--- src/rtl/sign_narrow_unit_pkg.sv ---
// Shared definitions for the 32->16 signed narrowing path.
// Holds the word/halfword widths, the saturation limits and the narrowing
// function (fit test plus wrap or saturate), so the decoder side can reuse
// exactly the same rule as the store path.
package sign_narrow_unit_pkg;

  localparam int IN_W  = 32;
  localparam int OUT_W = 16;

  localparam logic [OUT_W-1:0] SAT_POS = 16'h7FFF;
  localparam logic [OUT_W-1:0] SAT_NEG = 16'h8000;

  // Buffered result: overflow flag above the narrowed halfword.
  typedef struct packed {
    logic             ovf;
    logic [OUT_W-1:0] data;
  } narrow_t;

  // A word fits when every bit from the top down to the halfword sign bit
  // agrees, i.e. sign-extending the low half reproduces the whole word.
  function automatic narrow_t narrow(input logic [IN_W-1:0] word,
                                     input logic            sat);
    narrow_t r;
    logic    fits;
    fits   = (word[IN_W-1:OUT_W-1] == {(IN_W-OUT_W+1){word[IN_W-1]}});
    r.ovf  = !fits;
    r.data = word[OUT_W-1:0];
    if (!fits && sat) begin
      r.data = word[IN_W-1] ? SAT_NEG : SAT_POS;
    end
    return r;
  endfunction

endpackage

--- src/rtl/sign_narrow_unit_fifo2.sv ---
// Two-entry in-order FIFO for {ovf, data} results.
// Ports:
//   clk, rst        clock, asynchronous active-high reset
//   push, din       write strobe (only when in_ready) and entry
//   pop             read strobe (only when out_valid)
//   dout            head entry, registered; holds its last value when empty
//   out_valid       head valid, registered
//   in_ready        room available, registered from next occupancy so that
//                   pop never reaches in_ready combinationally
// Storage is a head/tail shift pair rather than a pointer-addressed array,
// so the head is a plain register with no read mux in front of it.
module sign_narrow_unit_fifo2
  import sign_narrow_unit_pkg::*;
(
  input  logic           clk,
  input  logic           rst,
  input  logic           push,
  input  logic [OUT_W:0] din,
  input  logic           pop,
  output logic [OUT_W:0] dout,
  output logic           out_valid,
  output logic           in_ready
);

  logic [1:0]     count;
  logic [1:0]     count_nxt;
  logic [OUT_W:0] head;
  logic [OUT_W:0] tail;

  // NOTE: default assignment first so every path drives count_nxt and no
  // latch is inferred.
  always_comb begin
    count_nxt = count;
    case ({push, pop})
      2'b10:   count_nxt = count + 2'd1;
      2'b01:   count_nxt = count - 2'd1;
      default: count_nxt = count;
    endcase
  end

  // NOTE: non-blocking assignments for all state so every register samples
  // pre-edge values. Both storage slots are reset as well: there are only
  // two, and a defined out_data after reset is part of the contract.
  always_ff @(posedge clk or posedge rst) begin
    if (rst) begin
      count     <= 2'd0;
      head      <= '0;
      tail      <= '0;
      out_valid <= 1'b0;
      in_ready  <= 1'b1;
    end else begin
      count     <= count_nxt;
      out_valid <= (count_nxt != 2'd0);
      in_ready  <= (count_nxt < 2'd2);
      if (push) begin
        if (count == 2'd0 || (count == 2'd1 && pop)) begin
          head <= din;
        end else if (count == 2'd2) begin
          // Full with a push implies a simultaneous pop: shift and refill.
          head <= tail;
          tail <= din;
        end else begin
          tail <= din;
        end
      end else if (pop && count == 2'd2) begin
        head <= tail;
      end
    end
  end

  assign dout = head;

endmodule

--- src/rtl/sign_narrow_unit.sv ---
// Narrows 32-bit signed datapath words to 16-bit signed halfwords.
// Overflowing words are wrapped or saturated (chosen per word by sat_en),
// results are buffered in a 2-entry FIFO with valid/ready on both sides,
// and accepted overflowing words are counted.
// Ports:
//   clk, rst             clock, asynchronous active-high reset
//   in_valid/in_ready    input handshake (in_ready registered)
//   in_data, sat_en      word to narrow, saturate(1)/wrap(0) select
//   out_valid/out_ready  output handshake
//   out_data, out_ovf    narrowed halfword and its overflow flag
//   ovf_clr, ovf_count   synchronous clear, saturating overflow count
module sign_narrow_unit
  import sign_narrow_unit_pkg::*;
(
  input  logic             clk,
  input  logic             rst,
  input  logic             in_valid,
  output logic             in_ready,
  input  logic [IN_W-1:0]  in_data,
  input  logic             sat_en,
  output logic             out_valid,
  input  logic             out_ready,
  output logic [OUT_W-1:0] out_data,
  output logic             out_ovf,
  input  logic             ovf_clr,
  output logic [15:0]      ovf_count
);

  narrow_t        res;
  narrow_t        head;
  logic           accept;
  logic           pop;
  logic           ovf_hit;

  assign res     = narrow(in_data, sat_en);
  assign accept  = in_valid && in_ready;
  assign pop     = out_valid && out_ready;
  assign ovf_hit = accept && res.ovf;

  sign_narrow_unit_fifo2 u_fifo2 (
    .clk       (clk),
    .rst       (rst),
    .push      (accept),
    .din       (res),
    .pop       (pop),
    .dout      (head),
    .out_valid (out_valid),
    .in_ready  (in_ready)
  );

  assign out_data = head.data;
  assign out_ovf  = head.ovf;

  // Clear wins over the old value but still counts an overflow accepted in
  // the same cycle, so the result is 1 rather than 0.
  always_ff @(posedge clk or posedge rst) begin
    if (rst) begin
      ovf_count <= 16'd0;
    end else if (ovf_clr) begin
      ovf_count <= ovf_hit ? 16'd1 : 16'd0;
    end else if (ovf_hit && ovf_count != 16'hFFFF) begin
      ovf_count <= ovf_count + 16'd1;
    end
  end

endmodule

--- config.mk ---
export PLATFORM = sky130hd
export DESIGN_NAME = sign_narrow_unit
export DESIGN_NICKNAME = d
export VERILOG_FILES = /design/src/rtl/sign_narrow_unit_pkg.sv /design/src/rtl/sign_narrow_unit_fifo2.sv /design/src/rtl/sign_narrow_unit.sv
export SDC_FILE = /design/constraint.sdc
export NUM_CORES = 1
export LEC_CHECK = 0
export CAP_MARGIN = 15
export CORE_AREA = 2 2 84 86
export CTS_CLUSTER_DIAMETER = 60
export DETAILED_ROUTE_END_ITERATION = 10
export DIE_AREA = 0 0 86 88
export DONT_BUFFER_PORTS = 1
export PLACE_DENSITY_LB_ADDON = 0.15
export SLEW_MARGIN = 25
export SYNTH_ARGS = -nofsm -noshare
export SYNTH_HDL_FRONTEND = slang
export SYNTH_SLANG_ARGS = --single-unit
--- constraint.sdc ---
create_clock -name clk -period 4.7 [get_ports clk]
set_input_delay 0.94 -clock clk [delete_from_list [all_inputs] [get_ports clk]]
set_output_delay 0.94 -clock clk [all_outputs]
set_load 0.1 [all_outputs]
## After elaboration in Yosys (flattened, before gate mapping)

Index checks and enable logic that the tools add are counted.

- Flip-flop bits (word level): 54
- Output and inout bits: 35
- Bits of input ports: 38
- Logic and storage cells: 43

- Reductions and logical operators: 15
- Order comparisons: 1
- Mux-type cells: 10
- Equality and inequality tests: 7
- Bitwise logic cells: 1
- Add/sub/neg operators: 3

Operator list:

| operator | number |
|---|---|
| two-way mux 17 bit | 4 |
| two-way mux 16 bit | 4 |
| adder 16 x 1 -> 16 bit, second input constant | 1 |
| == test 16 bit | 1 |
| != test 16 bit, second input constant | 1 |
| logical AND 1 bit | 7 |
| nonzero test 2 bit | 3 |
| == test 2 x 1 -> 1 bit, second input constant | 2 |
| == test 2 bit, second input constant | 2 |
| one-hot mux 2 bit (2 select lines) | 1 |
| AND reduction 2 bit | 2 |
| != test 3 x 1 -> 1 bit, second input constant | 1 |
| adder 2 x 1 -> 2 bit, second input constant | 1 |
| zero test 2 bit | 1 |
| less-than comparator 2 bit, second input constant | 1 |
| subtractor 2 x 1 -> 2 bit, second input constant | 1 |
| zero test 1 bit | 1 |
| logical OR 1 bit | 1 |
| two-way mux 1 bit | 1 |
| inverter 1 bit | 1 |

## Logic depth before layout (Yosys ltp)

Gate-level depths: netlist (run 1).

- Word-level depth: 6
- Depth in mapped cells: 9

## Hierarchy

A second synthesis (run 1) with hierarchy kept.

- Cells, all modules: 282
- Area total of the unflattened synthesis: 3042.9 um2

Modules (own cells, without submodules):

| module | sequential area each (um2) | area each (um2) | instances | cells each |
|---|---|---|---|---|
| sign_narrow_unit_fifo2 | 952.2 | 1762.9 | 1 | 132 |
| sign_narrow_unit | 400.4 | 1280.0 | 1 | 150 |

## Worst setup path before layout (run 1)

OpenSTA, ideal clock, no wires.

- Kind: register -> register
- Start: register ovf_count[1]
- End: register ovf_count[8]
- Path slack: 2.106 ns
- Data arrival time: 2.516 ns
- Data required time: 4.622 ns
- Cell stages (with the launch flop): 10
- Clock period less this slack: 2.594 ns
- Setup time: 0.078 ns
- Path through: dfrtp_1 ha_1 and4_1 buf_2 nand4_1 nand2_1 buf_2 clkbuf_1 o31ai_1 a21oi_1

- Word-level cells in the longest chain between the ends: 3
- Elaborated cells on any way between the ends: 6
- Classes of those cells: add/sub: 1; eq/ne: 1; mux: 2; reduce/logical: 2

RTL lines:

| element | RTL line | RTL |
|---|---|---|
| from (decl) | sign_narrow_unit.sv:26 | `output logic [15:0] ovf_count` |
| from (signal assigned) | sign_narrow_unit.sv:60 | `ovf_count <= ovf_hit ? 16'd1 : 16'd0;` |
| from (signal assigned) | sign_narrow_unit.sv:62 | `ovf_count <= ovf_count + 16'd1;` |
| adder 16 x 1 -> 16 bit / != test 16 bit (equally long branches) | sign_narrow_unit.sv:62, sign_narrow_unit.sv:61 |  |
| two-way mux 16 bit / logical AND 1 bit (equally long branches) | sign_narrow_unit.sv:61 | `end else if (ovf_hit && ovf_count != 16'hFFFF) begin` |
| two-way mux 16 bit / nonzero test 2 bit (equally long branches) | n/a |  |

Parallel ways exist; a longest one is shown, timed or not. The select of a mux whose other input is x is not followed.
A chain may end at the register's enable or synchronous reset.

## Final worst setup path (run 1)

- Start: register u_fifo2.in_ready
- End: register u_fifo2.head[2], in the netlist u_fifo2.dout[2]

- Word-level cells in the longest chain between the ends: 3
- Elaborated cells on any way between the ends: 5
- Classes of those cells: eq/ne: 1; mux: 1; reduce/logical: 3

RTL lines:

| element | RTL line | RTL |
|---|---|---|
| from (decl) | sign_narrow_unit_fifo2.sv:22 | `output logic in_ready` |
| from (signal assigned) | sign_narrow_unit_fifo2.sv:54 | `in_ready <= (count_nxt < 2'd2);` |
| logical AND 1 bit (*) | sign_narrow_unit.sv:36 | `assign accept = in_valid && in_ready;` |
| != test 3 x 1 -> 1 bit (no source line) / nonzero test 2 bit (equally long branches) | n/a |  |
| AND reduction 2 bit (no source line) | n/a |  |
| to (signal assigned) | sign_narrow_unit_fifo2.sv:57 | `head <= din;` |
| to (signal assigned) | sign_narrow_unit_fifo2.sv:60 | `head <= tail;` |
| to (signal assigned) | sign_narrow_unit_fifo2.sv:66 | `head <= tail;` |
| to (decl) | sign_narrow_unit_fifo2.sv:27 | `logic [OUT_W:0] head;` |

Mark *: on every way between the ends. The rest lies on a longest branch, timed or not.

==> results_dict.tcl, run 1 <==
set metrics [dict create \
    slew_headroom 0.300 \
    rows 30 \
    port-buffer-count 0 \
    cts_tree "built" \
    synthFlopType "dfrtp_1" \
    grt_overflow 0 \
    power.density_nw_per_um2 737 \
    fmax_ghz 0.342 \
    final-setup-viol-count 0 \
    peakVddDrop_uv 305 \
    grt_usage 0.179 \
    p_leak_nw 1.35 \
    worstHoldStart "u_fifo2.count[1]$_DFF_PP0_" \
    synth_area_um2 2950 \
    seqPwrFrac 0.577 \
    ys_seq_area_frac 0.458 \
    totalWireLength_mm 6.61 \
    diodes 0 \
    h-tree-depth 2 \
    cts-root-buf "clkbuf_8" \
    ant_nets 0 \
    dieWidth_um 86 \
    synthCells 270 \
    p_comb_frac 0.283 \
    regToRegStartpoint "u_fifo2.in_ready$_DFF_PP1_" \
    setup_tns_ns 0 \
    rsz0062_at_grt "false" \
    gp_congestion 0.749 \
    endpoint_kind "flip-flop" \
    final_min_period_over_clock_period 0.622 \
    drt_iter0_drc 206 \
    synth_cell_type_count 43 \
    netSwitchingPower_mw 1.23 \
    core_area_um2 6640 \
    cp_top_family "compound AO/OA/AOI/OAI gates" \
    synth_edf_count 0 \
    wl_per_cell_um 19.0 \
    antenna_found_initial 0 \
    hold_violations 0 \
    clkTransAtPathRegs_ns 0.10 \
    p_int_mw 1.06 \
    worst_pin_slew_ns 1.05 \
    worstSetupStartpointType "flip-flop" \
    hold_buffers 0 \
    finalCriticalPeriod_ns 2.92 \
    grt_first_pass_wirelength_mm 10.7 \
    crit_fanout 17 \
    clock_power_share 0.141 \
    ios 73 \
    crit_type "flip-flop to flip-flop" \
    drive_gt1_frac 0.149 \
    finalPower_mw 2.29 \
    final_nets 311 \
    clock-skew-final_ns 0.0137 \
    clkLatencyLatePin_ns 0.32 \
    crit_required_ns 4.85 \
    avgSynthCellArea_um2 10.9 \
    synthesis.nets 314 \
    crit_start "u_fifo2.in_ready$_DFF_PP1_" \
    viasPerCell 6.17 \
    drc_errors 0 \
    cts_buffers 5 \
    firstDrtPassIters 4 \
    slew_violations 0 \
    swShare 0.537 \
    cts_setup_buffers 0 \
    grt_pass1_vias 2082 \
    die-area_um2 7570 \
    die_h_um 88 \
    hpwl_mm 4.44 \
    drv_cap 0 \
    status "finished clean" \
    cts_num_sinks 54 \
    instances_no_fill 348 \
    crit_chain "nand2_1, clkinv_1, nand2b_1, a21oi_4, a221oi_1" \
    synth-async-reset-ratio 1.00 \
    slowest_stage "dfstp_2" \
    dp_cells 340 \
    yosys_warnings 0 \
    vias 2147 \
    max_stage_delay_ns 0.87 \
    critPathArrivalTime_ns 3.08 \
    hp-class "flip-flop to flip-flop" \
    grt_max_degree 35 \
    ys_seq_elements 54 \
    ctsResizeCount 0 \
    start_util 0.444 \
    cts.path.max_buffers 2 \
    crit_buf_inv 1 \
    syn_to_final_growth_pct 5.22 \
]
-- flip-flops by register name, indices dropped and copies added (netlist names) --
name,flops
u_fifo2.tail,17
ovf_count,16
u_fifo2.in_ready,1
u_fifo2.dout,17
u_fifo2.count,2
u_fifo2.out_valid,1
-- metrics by stage --
stage               utilization  area [µm²]  hold slack (ns)  setup WS [ns]
CTS                       0.467        3100            0.461           1.74
global placement          0.450        2990            0.460           1.71
detailed placement        0.451        2990            0.446           1.61
global route              0.467        3100            0.487           1.51
floorplan                     -        2950            0.424           2.11
finish                    0.467        3100            0.454           1.78
-- final cells by class --
class / count / area [µm²]
Clock buffer: 6 / 72.6
Clock inverter: 2 / 37.5
Fill cell: 610 / 3540
Inverter: 24 / 90.1
Multi-Input combinational cell: 176 / 1410
Sequential cell: 54 / 1350
Tap cell: 80 / 100
Timing Repair Buffer: 6 / 45.0
-- power by group through the flow --
stage	Sequential, mW	Combinational [mW]	Clock [mW]
4_1_cts	1.32	0.657	0.329
3_5_place_dp	1.33	0.657	0
6_report	1.32	0.647	0.321
2_1_floorplan	1.36	0.494	0
5_1_grt	1.34	0.719	0.345
3_3_place_gp	1.33	0.639	0
-- path summary, 6_finish.rpt --
path	end	slack, ns	depth (start not counted)
worst max-delay path	u_fifo2.dout[2]$_DFFE_PP0P_	1.78	5
worst min-delay path	u_fifo2.in_ready$_DFF_PP1_	0.45	1
worst max register to register	u_fifo2.dout[2]$_DFFE_PP0P_	1.78	5
worst min register to register	u_fifo2.in_ready$_DFF_PP1_	0.45	1
max in group asynchronous	u_fifo2.tail[15]$_DFFE_PP0P_	3.39	2
min in group asynchronous	ovf_count[5]$_DFFE_PP0P_	0.51	1
-- cell families (layout without fill, tap and decap cells) --
group,after synthesis,count (layout),synth area share
AO/OA/AOI/OAI,75,75,0.223
multiplexers,19,19,0.0649
AND/OR/NAND/NOR,76,76,0.160
buffers and inverters,40,38,0.0674
flip-flops,54,54,0.458
adder cells (fa/ha/maj),6,6,0.0254
-- placed cells by master (no fill, tap or decap), drive strengths merged, types with 2 or more instances in the layout --
| cell | netlist | routed |
|---|---|---|
| dfrtp | 53 | 53 |
| inv | 23 | 23 |
| a21oi | 20 | 20 |
| mux2i | 18 | 18 |
| nand2 | 17 | 17 |
| a221o | 15 | 15 |
| or4 | 15 | 15 |
| a221oi | 15 | 15 |
| o31ai | 14 | 14 |
| nand3 | 13 | 13 |
| nor2 | 6 | 6 |
| ha | 6 | 6 |
| buf | 13 | 6 |
| clkbuf | 3 | 6 |
| o21ai | 6 | 6 |
| nor3 | 5 | 5 |
| nand4 | 4 | 4 |
| or3 | 4 | 4 |
| nand2b | 3 | 3 |
| and4 | 3 | 3 |
| nor4 | 3 | 3 |
| and3 | 2 | 2 |
-- routing by layer --
layer	part of all wire	up-vias	wire length [µm]	track usage
li1	-	1020	-	-
met1	0.46	1064	3010	0.252
met2	0.47	57	3120	0.271
met3	0.063	6	416	0.0528
met4	0.0092	0	61	0.0491
met5	0	-	0	0
-- cells in the mapped netlist (3+ instances only) --
cell type	instances	area, µm²
a221o_1	14	140
nand2b_1	3	18.8
buf_6	5	56.3
a21oi_1	18	90.1
or3_1	4	25.0
clkbuf_1	3	11.3
nand3_1	13	65.1
inv_1	23	86.3
nand4_1	4	25.0
dfrtp_1	53	1330
ha_1	6	75.1
nor3_1	4	20.0
o31ai_1	14	105
buf_2	6	30.0
or4_1	13	97.6
o21ai_0	3	15.0
nor2_1	6	22.5
nand2_1	16	60.1
a221oi_2	10	150
and4_1	3	26.3
mux2i_1	18	180
a221oi_1	5	43.8
Power figures use the tool's default switching activity.
==> run 2, diff against run 1 <==
clock period = 2.65 ns   (was 4.7 ns; I/O delays follow)
==> run 2 against run 1 <==
  * Worst setup slack worse by 1.2 ns
  * Critical endpoint is now ovf_count[14]$_DFFE_PP0P_
  * Largest cell class unchanged
  * Count of clock-buffer cells in the layout down 1
  * Register-to-register slack worse by 1.2 ns
  * Highest routed layer unchanged
==> results_dict.tcl, run 2 (synthesis results as in run 1) <==
set metrics [dict create \
    status "finished clean" \
    core_area_um2 6640 \
    viasPerCell 6.07 \
    dieWidth_um 86 \
    hold_violations 0 \
    cts_buffers 5 \
    grt_overflow 0 \
    hpwl_mm 4.70 \
    die_h_um 88 \
    cts_num_sinks 54 \
    antenna_found_initial 0 \
    final-setup-viol-count 0 \
    postPlaceCellArea_um2 3170 \
    peakVddDrop_uv 552 \
    slowest_stage "or4_1" \
    crit_fanout 23 \
    ant_nets 0 \
    final_nets 336 \
    start_util 0.444 \
    drt_iter0_drc 132 \
    grt_pass1_vias 2220 \
    syn_to_final_growth_pct 10.6 \
    drv_cap 0 \
    clkTransAtPathRegs_ns 0.10 \
    setup_tns_ns 0 \
    ctsResizeCount 0 \
    rsz0062_at_grt "false" \
    crit_buf_inv 1 \
    grt_usage 0.182 \
    hp-class "input pin to async pin" \
    fin_area_um2 3260 \
    cts_tree "built" \
    layout_common_cells "dfrtp_1 (53), buf_4 (31), inv_1 (22)" \
    h-tree-depth 2 \
    power.density_nw_per_um2 1240 \
    swShare 0.540 \
    max_stage_delay_ns 0.47 \
    gp_congestion 0.748 \
    totalWireLength_mm 6.64 \
    fmax_ghz 0.487 \
    nFillCells 619 \
    endpoint_kind "flip-flop" \
    drc_errors 0 \
    worstSetupStartpointType "flip-flop" \
    cts_setup_buffers 0 \
    slew_violations 0 \
    cp_top_family "simple AND/OR/NAND/NOR gates" \
    hold_buffers 0 \
    crit_chain "ha_1, and4_1, nand4_1, nand2_1, buf_4, or4_1, a21oi_1" \
    rows 30 \
    finalCriticalPeriod_ns 2.05 \
    p_leak_nw 1.47 \
    cts.path.max_buffers 2 \
    firstDrtPassIters 4 \
    fin_util 0.491 \
    diodes 0 \
    p_int_mw 1.86 \
    netSwitchingPower_mw 2.18 \
    wl_per_cell_um 17.8 \
    seqPwrFrac 0.532 \
    critPathArrivalTime_ns 2.29 \
    grt_max_degree 33 \
    crit_type "flip-flop to flip-flop" \
    drive_gt1_frac 0.225 \
    final_common_cell "dfrtp_1" \
    die-area_um2 7570 \
    slew_headroom 0.368 \
    clock-skew-final_ns 0.00752 \
    p_comb_frac 0.352 \
    port-buffer-count 0 \
    vias 2263 \
    ios 73 \
    grt_first_pass_wirelength_mm 10.9 \
    worst_pin_slew_ns 0.948 \
    clock_power_share 0.116 \
    clkLatencyLatePin_ns 0.31 \
    crit_required_ns 2.89 \
    cts-root-buf "clkbuf_8" \
    final_min_period_over_clock_period 0.774 \
]
## run 2: worst paths after layout
check / cells after the start / slack (ns) / to / from
max in group asynchronous: 2 / 1.76 / u_fifo2.in_ready$_DFF_PP1_ / rst
min in group clk: 1 / 0.27 / ovf_count[4]$_DFFE_PP0P_ / ovf_clr
min: 1 / 0.18 / ovf_count[14]$_DFFE_PP0P_ / rst
min reg2reg: 1 / 0.48 / u_fifo2.in_ready$_DFF_PP1_ / u_fifo2.count[1]$_DFF_PP0_
max reg2reg: 7 / 0.60 / ovf_count[14]$_DFFE_PP0P_ / ovf_count[1]$_DFFE_PP0P_
max: 7 / 0.60 / ovf_count[14]$_DFFE_PP0P_ / ovf_count[1]$_DFFE_PP0P_
## run 2: per-layer routing
metal | up-vias | track usage | wire (µm)
met1 | 1114 | 0.253 | 3070
met2 | 65 | 0.276 | 3090
met3 | 4 | 0.0481 | 419
met5 | - | 0 | 0
li1 | 1080 | - | -
met4 | 0 | 0.0592 | 63
## run 2: power groups by stage
stage	combinational, mW	sequential [mW]	clock [mW]
2_1_floorplan	0.877	2.41	0
3_3_place_gp	1.41	2.16	0
3_5_place_dp	1.44	2.17	0
4_1_cts	1.44	2.15	0.484
5_1_grt	1.55	2.19	0.519
6_report	1.42	2.15	0.469
## run 2: metrics by stage
stage | setup WS, ns | instances | hold WS, ns | power (mW)
3_3_place_gp | 0.376 | 365 | 0.465 | 3.57
5_1_grt | 0.461 | 373 | 0.219 | 4.26
4_1_cts | 0.582 | 373 | 0.207 | 4.07
6_report | 0.598 | 373 | 0.184 | 4.04
2_1_floorplan | 0.0559 | 270 | 0.424 | 3.29
3_5_place_dp | 0.382 | 365 | 0.471 | 3.60
## run 2: area by class of cell
type,instances,area (µm²),share of cell area
Clock buffer,5,68.8,0.0211
Clock inverter,3,21.3,0.00652
Inverter,24,90.1,0.0276
Multi-Input combinational cell,176,1400,0.429
Sequential cell,54,1350,0.414
Tap cell,80,100,0.0307
Timing Repair Buffer,31,233,0.0713
==> patch 1 (config.mk and constraints of run 2) <==
Set the package constant `IN_W` to 48 (it was 32).
--- a/src/rtl/sign_narrow_unit_pkg.sv
+++ b/src/rtl/sign_narrow_unit_pkg.sv
@@ -4,7 +4,7 @@
 // exactly the same rule as the store path.
 package sign_narrow_unit_pkg;
 
-  localparam int IN_W  = 32;
+  localparam int IN_W  = 48;
   localparam int OUT_W = 16;
 
   localparam logic [OUT_W-1:0] SAT_POS = 16'h7FFF;
Interface: changed (resized in_data); port bits go from 73 to 89. The function was not compared with the original's and may differ.
==> patch 1 against run 2 <==
  * Utilization about the same
  * Hold slack worse by 0.078 ns
  * Sequential cell count unchanged
  * Fmax decreased by 12%
  * Worst setup slack lost 0.27 ns
  * Total power is 8.4% lower
  * Synthesized area fell by 1.3%
  * Cell area about the same
  * Critical path depth decreased by 1
  * Critical path type is now input port to register
  * First-iteration DRC count shrank 22%
  * Sequential share of layout area is essentially flat
  * Wire length increased by 7.5%
  * Count of clock-buffer cells in the layout increased by 1
==> patch 1: results (changes against run 2) <==
[routing]
dr.pass1.iters=4  ; unchanged
wl_met1_um=3087  ; +0.46%
met3_length_um=714  ; +70%
vias=2467  ; +9.0%
route.met2.wl_um=3257  ; +5.5%
drt_iter0_markers=103  ; -22%
routed_wl_um=7140  ; +7.5%

[synth]
synth.area.top_cells=dfrtp_1 (46%), a221o_1 (5.2%), o211a_1 (5.2%)
syn_nets=368  ; +17%
yosysSeqAreaShare=0.4645  ; +0.006107
synth_common_cells=dfrtp_1 (53), nand2_1 (32), nor2_1 (29), o21ai_0 (19)
netlist_instances=308  ; +14%

[global_route]
grt_usage=0.1888  ; +0.007193
met3_usage=0.06975  ; +0.02168
grt_pass1_wl_um=11470  ; +4.9%
grt.met2_usage=0.3044  ; +0.02819
grt_max_degree=35  ; +6.1%
grt_pass1_vias=2409  ; +8.5%
use_met1=0.2426  ; -0.01073

[worst_setup_path]
cp_data_arrival_time_ns=2.58  ; +0.29 ns
crit_path_max_incr_delay_ns=0.51  ; +0.04 ns
crit_end=u_fifo2.dout[2]$_DFFE_PP0P_
regToRegSetupSlack_ns=0.48  ; -0.12 ns
startpoint=in_data[33]
r2r_start=u_fifo2.in_ready$_DFF_PP1_
critPathMaxFanout=15  ; -35%

[power]
p_seq_frac=0.504  ; -0.028
leakagePower_nw=1.464  ; -0.55%
powerComb_mw=1.37  ; -4%
ir_drop_v=0.0007339  ; +33%
p_sw_frac=0.5173  ; -0.02291

[cells_and_area]
final_cells=410  ; +9.9%
fill_cells=653  ; +5.5%
drive_above_1_share=0.1576  ; -0.06768
nets=389  ; +16%

[sta]
worst_slew_pin_slew_ns=0.9490  ; +0.0006216 ns
holdWs_ns=0.1069  ; -0.07751 ns

[place]
gp_congestion=0.8081  ; +8.0%
hpwl_um=5168  ; +10%
postPlaceCellArea_um2=3177  ; about the same
dpl.cell_count=402  ; +10%

[outcome]
outcome=finished clean

==> patch 1: logic make-up after synthesis <==
| kind of cell | share of synthesized area |
|---|---|
| AND/OR/NAND/NOR | 0.2209 |
| adder cells (fa/ha/maj) | 0.02578 |
| AO/OA/AOI/OAI | 0.2123 |
| flip-flops | 0.4645 |
| multiplexers | 0.02965 |
| buffers and inverters | 0.04684 |
==> patch 1: metrics by stage <==
stage / setup TNS [ns] / power (mW) / utilization / worst slack [ns]
after floorplan: 0 / 2.948 / - / 0.05774
after global placement: 0 / 3.233 / 0.4782 / 0.06715
after detailed placement: -0.1038 / 3.267 / 0.4782 / -0.01827
after CTS: 0 / 3.733 / 0.4911 / 0.3047
after global routing: 0 / 3.942 / 0.4911 / 0.1711
final: 0 / 3.701 / 0.4911 / 0.3252
==> patch 1: area by class of cell <==
class	count	area share
Inverter	12	0.01380
Multi-Input combinational cell	225	0.4394
Tap cell	80	0.03067
Clock inverter	2	0.004218
Sequential cell	54	0.4145
Timing Repair Buffer	31	0.07515
Clock buffer	6	0.02224
==> patch 2 (config.mk and constraints of run 2) <==
Made on the original files. Put one more register stage on the output `ovf_count`, without a reset. The value now appears one clock later. The other outputs are not delayed to match.
--- a/src/rtl/sign_narrow_unit.sv
+++ b/src/rtl/sign_narrow_unit.sv
@@ -25,6 +25,8 @@
   input  logic             ovf_clr,
   output logic [15:0]      ovf_count
 );
+
+  logic [15:0] ovf_count_s0;
 
   narrow_t        res;
   narrow_t        head;
@@ -55,12 +57,16 @@
   // the same cycle, so the result is 1 rather than 0.
   always_ff @(posedge clk or posedge rst) begin
     if (rst) begin
-      ovf_count <= 16'd0;
+      ovf_count_s0 <= 16'd0;
     end else if (ovf_clr) begin
-      ovf_count <= ovf_hit ? 16'd1 : 16'd0;
-    end else if (ovf_hit && ovf_count != 16'hFFFF) begin
-      ovf_count <= ovf_count + 16'd1;
+      ovf_count_s0 <= ovf_hit ? 16'd1 : 16'd0;
+    end else if (ovf_hit && ovf_count_s0 != 16'hFFFF) begin
+      ovf_count_s0 <= ovf_count_s0 + 16'd1;
     end
+  end
+
+  always_ff @(posedge clk) begin
+    ovf_count <= ovf_count_s0;
   end
 
 endmodule
Function: changed (Yosys sat finds a counterexample within 4 cycles, from zero or initial values and one cycle with rst high).
==> patch 2 against run 2 <==
  * Total power grew 17%
  * Cell area rose by 13%
  * Synthesized area grew 9.7%
  * Hold slack worse by 0.14 ns
  * Combinational power down 5%
  * Count of clock-buffer cells in the layout up 9
  * Wire length increased by 11%
  * Utilization is 6.5 points higher
  * First-iteration DRC count grew 12%
  * Worst setup slack lost 0.10 ns
  * Critical path depth decreased by 1
  * Global-route usage is 2.0 points higher
  * Sequential cell count grew 16
==> patch 2: results (changes against run 2) <==
[outcome]
outcome=finished clean

[routing]
routed_wl_um=7362  ; +11%
route.met2.wl_um=3371  ; +9.2%
vias=2596  ; +15%
met3_length_um=400  ; -4.5%
drt_iter0_markers=148  ; +12%

[power]
power.switching_mw=2.289  ; +4.9%
leakagePower_nw=1.563  ; +6.2%
ir_drop_v=0.0008059  ; +46%
pg_seq_mw=2.44  ; +13%
clk-power_mw=0.941  ; +100%

[worst_setup_path]
cp_data_arrival_time_ns=2.43  ; +0.14 ns
reg2reg_depth=6  ; -1
regToRegSetupSlack_ns=0.49  ; -0.10 ns
startpoint=ovf_count_s0[0]$_DFFE_PP0P_
rr_endpoint=ovf_count_s0[3]$_DFFE_PP0P_

[synth]
yosysSeqAreaShare=0.5168  ; +0.05838
synth.distinct_cells=44  ; +2.3%
syn_nets=363  ; +16%

[global_route]
grt_max_degree=35  ; +6.1%
grt_usage=0.2017  ; +0.02011
grt_pass1_vias=2476  ; +12%

[cells_and_area]
fill_cells=617  ; -0.32%

[sta]
finClkSkew_ns=0.008432  ; +0.0009143 ns
worst_slew_pin_slew_ns=0.9399  ; -0.008470 ns
post-route-period-util=0.8136  ; +0.03913

patch 2: changes by cell type after synthesis, moves of 14 or more:
cell,delta
a221o_1,-14
o22a_1,+15
nand2_1,+31
dfxtp_1,+16
inv_1,-16
mux2i_1,-15
o311a_1,+15
a21boi_0,+15
patch 2: kinds of logic (layout without fill, tap and decap cells):
family | count (synthesis) | count (layout) | share of synthesized area
AND/OR/NAND/NOR | 126 | 126 | 0.2037
AO/OA/AOI/OAI | 84 | 84 | 0.1983
flip-flops | 70 | 70 | 0.5168
buffers and inverters | 27 | 53 | 0.03827
adder cells (fa/ha/maj) | 6 | 6 | 0.02319
multiplexers | 6 | 6 | 0.01971
patch 2: critical path: cells and delay by family (launching register included):
| family | cells | cell delay, ns |
|---|---|---|
| and+or+nand+nor | 4 | 1.21 |
| DFF | 1 | 0.43 |
| adders and majority gates | 1 | 0.27 |
| AOI/OAI and AO/OA | 1 | 0.16 |
patch 2: final cells by class:
cell class	count	share of cell area
sequential	70	0.4528
multi-input combinational	222	0.3935
timing repair buffer	29	0.05892
clock buffer	14	0.04944
tap	80	0.02709
clock inverter	2	0.01016
inverter	8	0.008127
patch 2: layer usage:
metal  global-route usage  up-vias
met5                    0        -
met4              0.09957        0
met3              0.04336       11
met2               0.3101       78
met1               0.2719     1270
li1                     -     1237
patch 2: through the flow:
step / cell area [um2] / instances / utilization / total power, mW
3_5_place_dp: 3466 / 409 / 0.5217 / 3.811
3_3_place_gp: 3466 / 409 / 0.5217 / 3.769
6_report: 3695 / 425 / 0.5561 / 4.729
5_1_grt: 3695 / 425 / 0.5561 / 4.944
4_1_cts: 3686 / 425 / 0.5548 / 4.753
2_1_floorplan: 3237 / 319 / - / 3.511
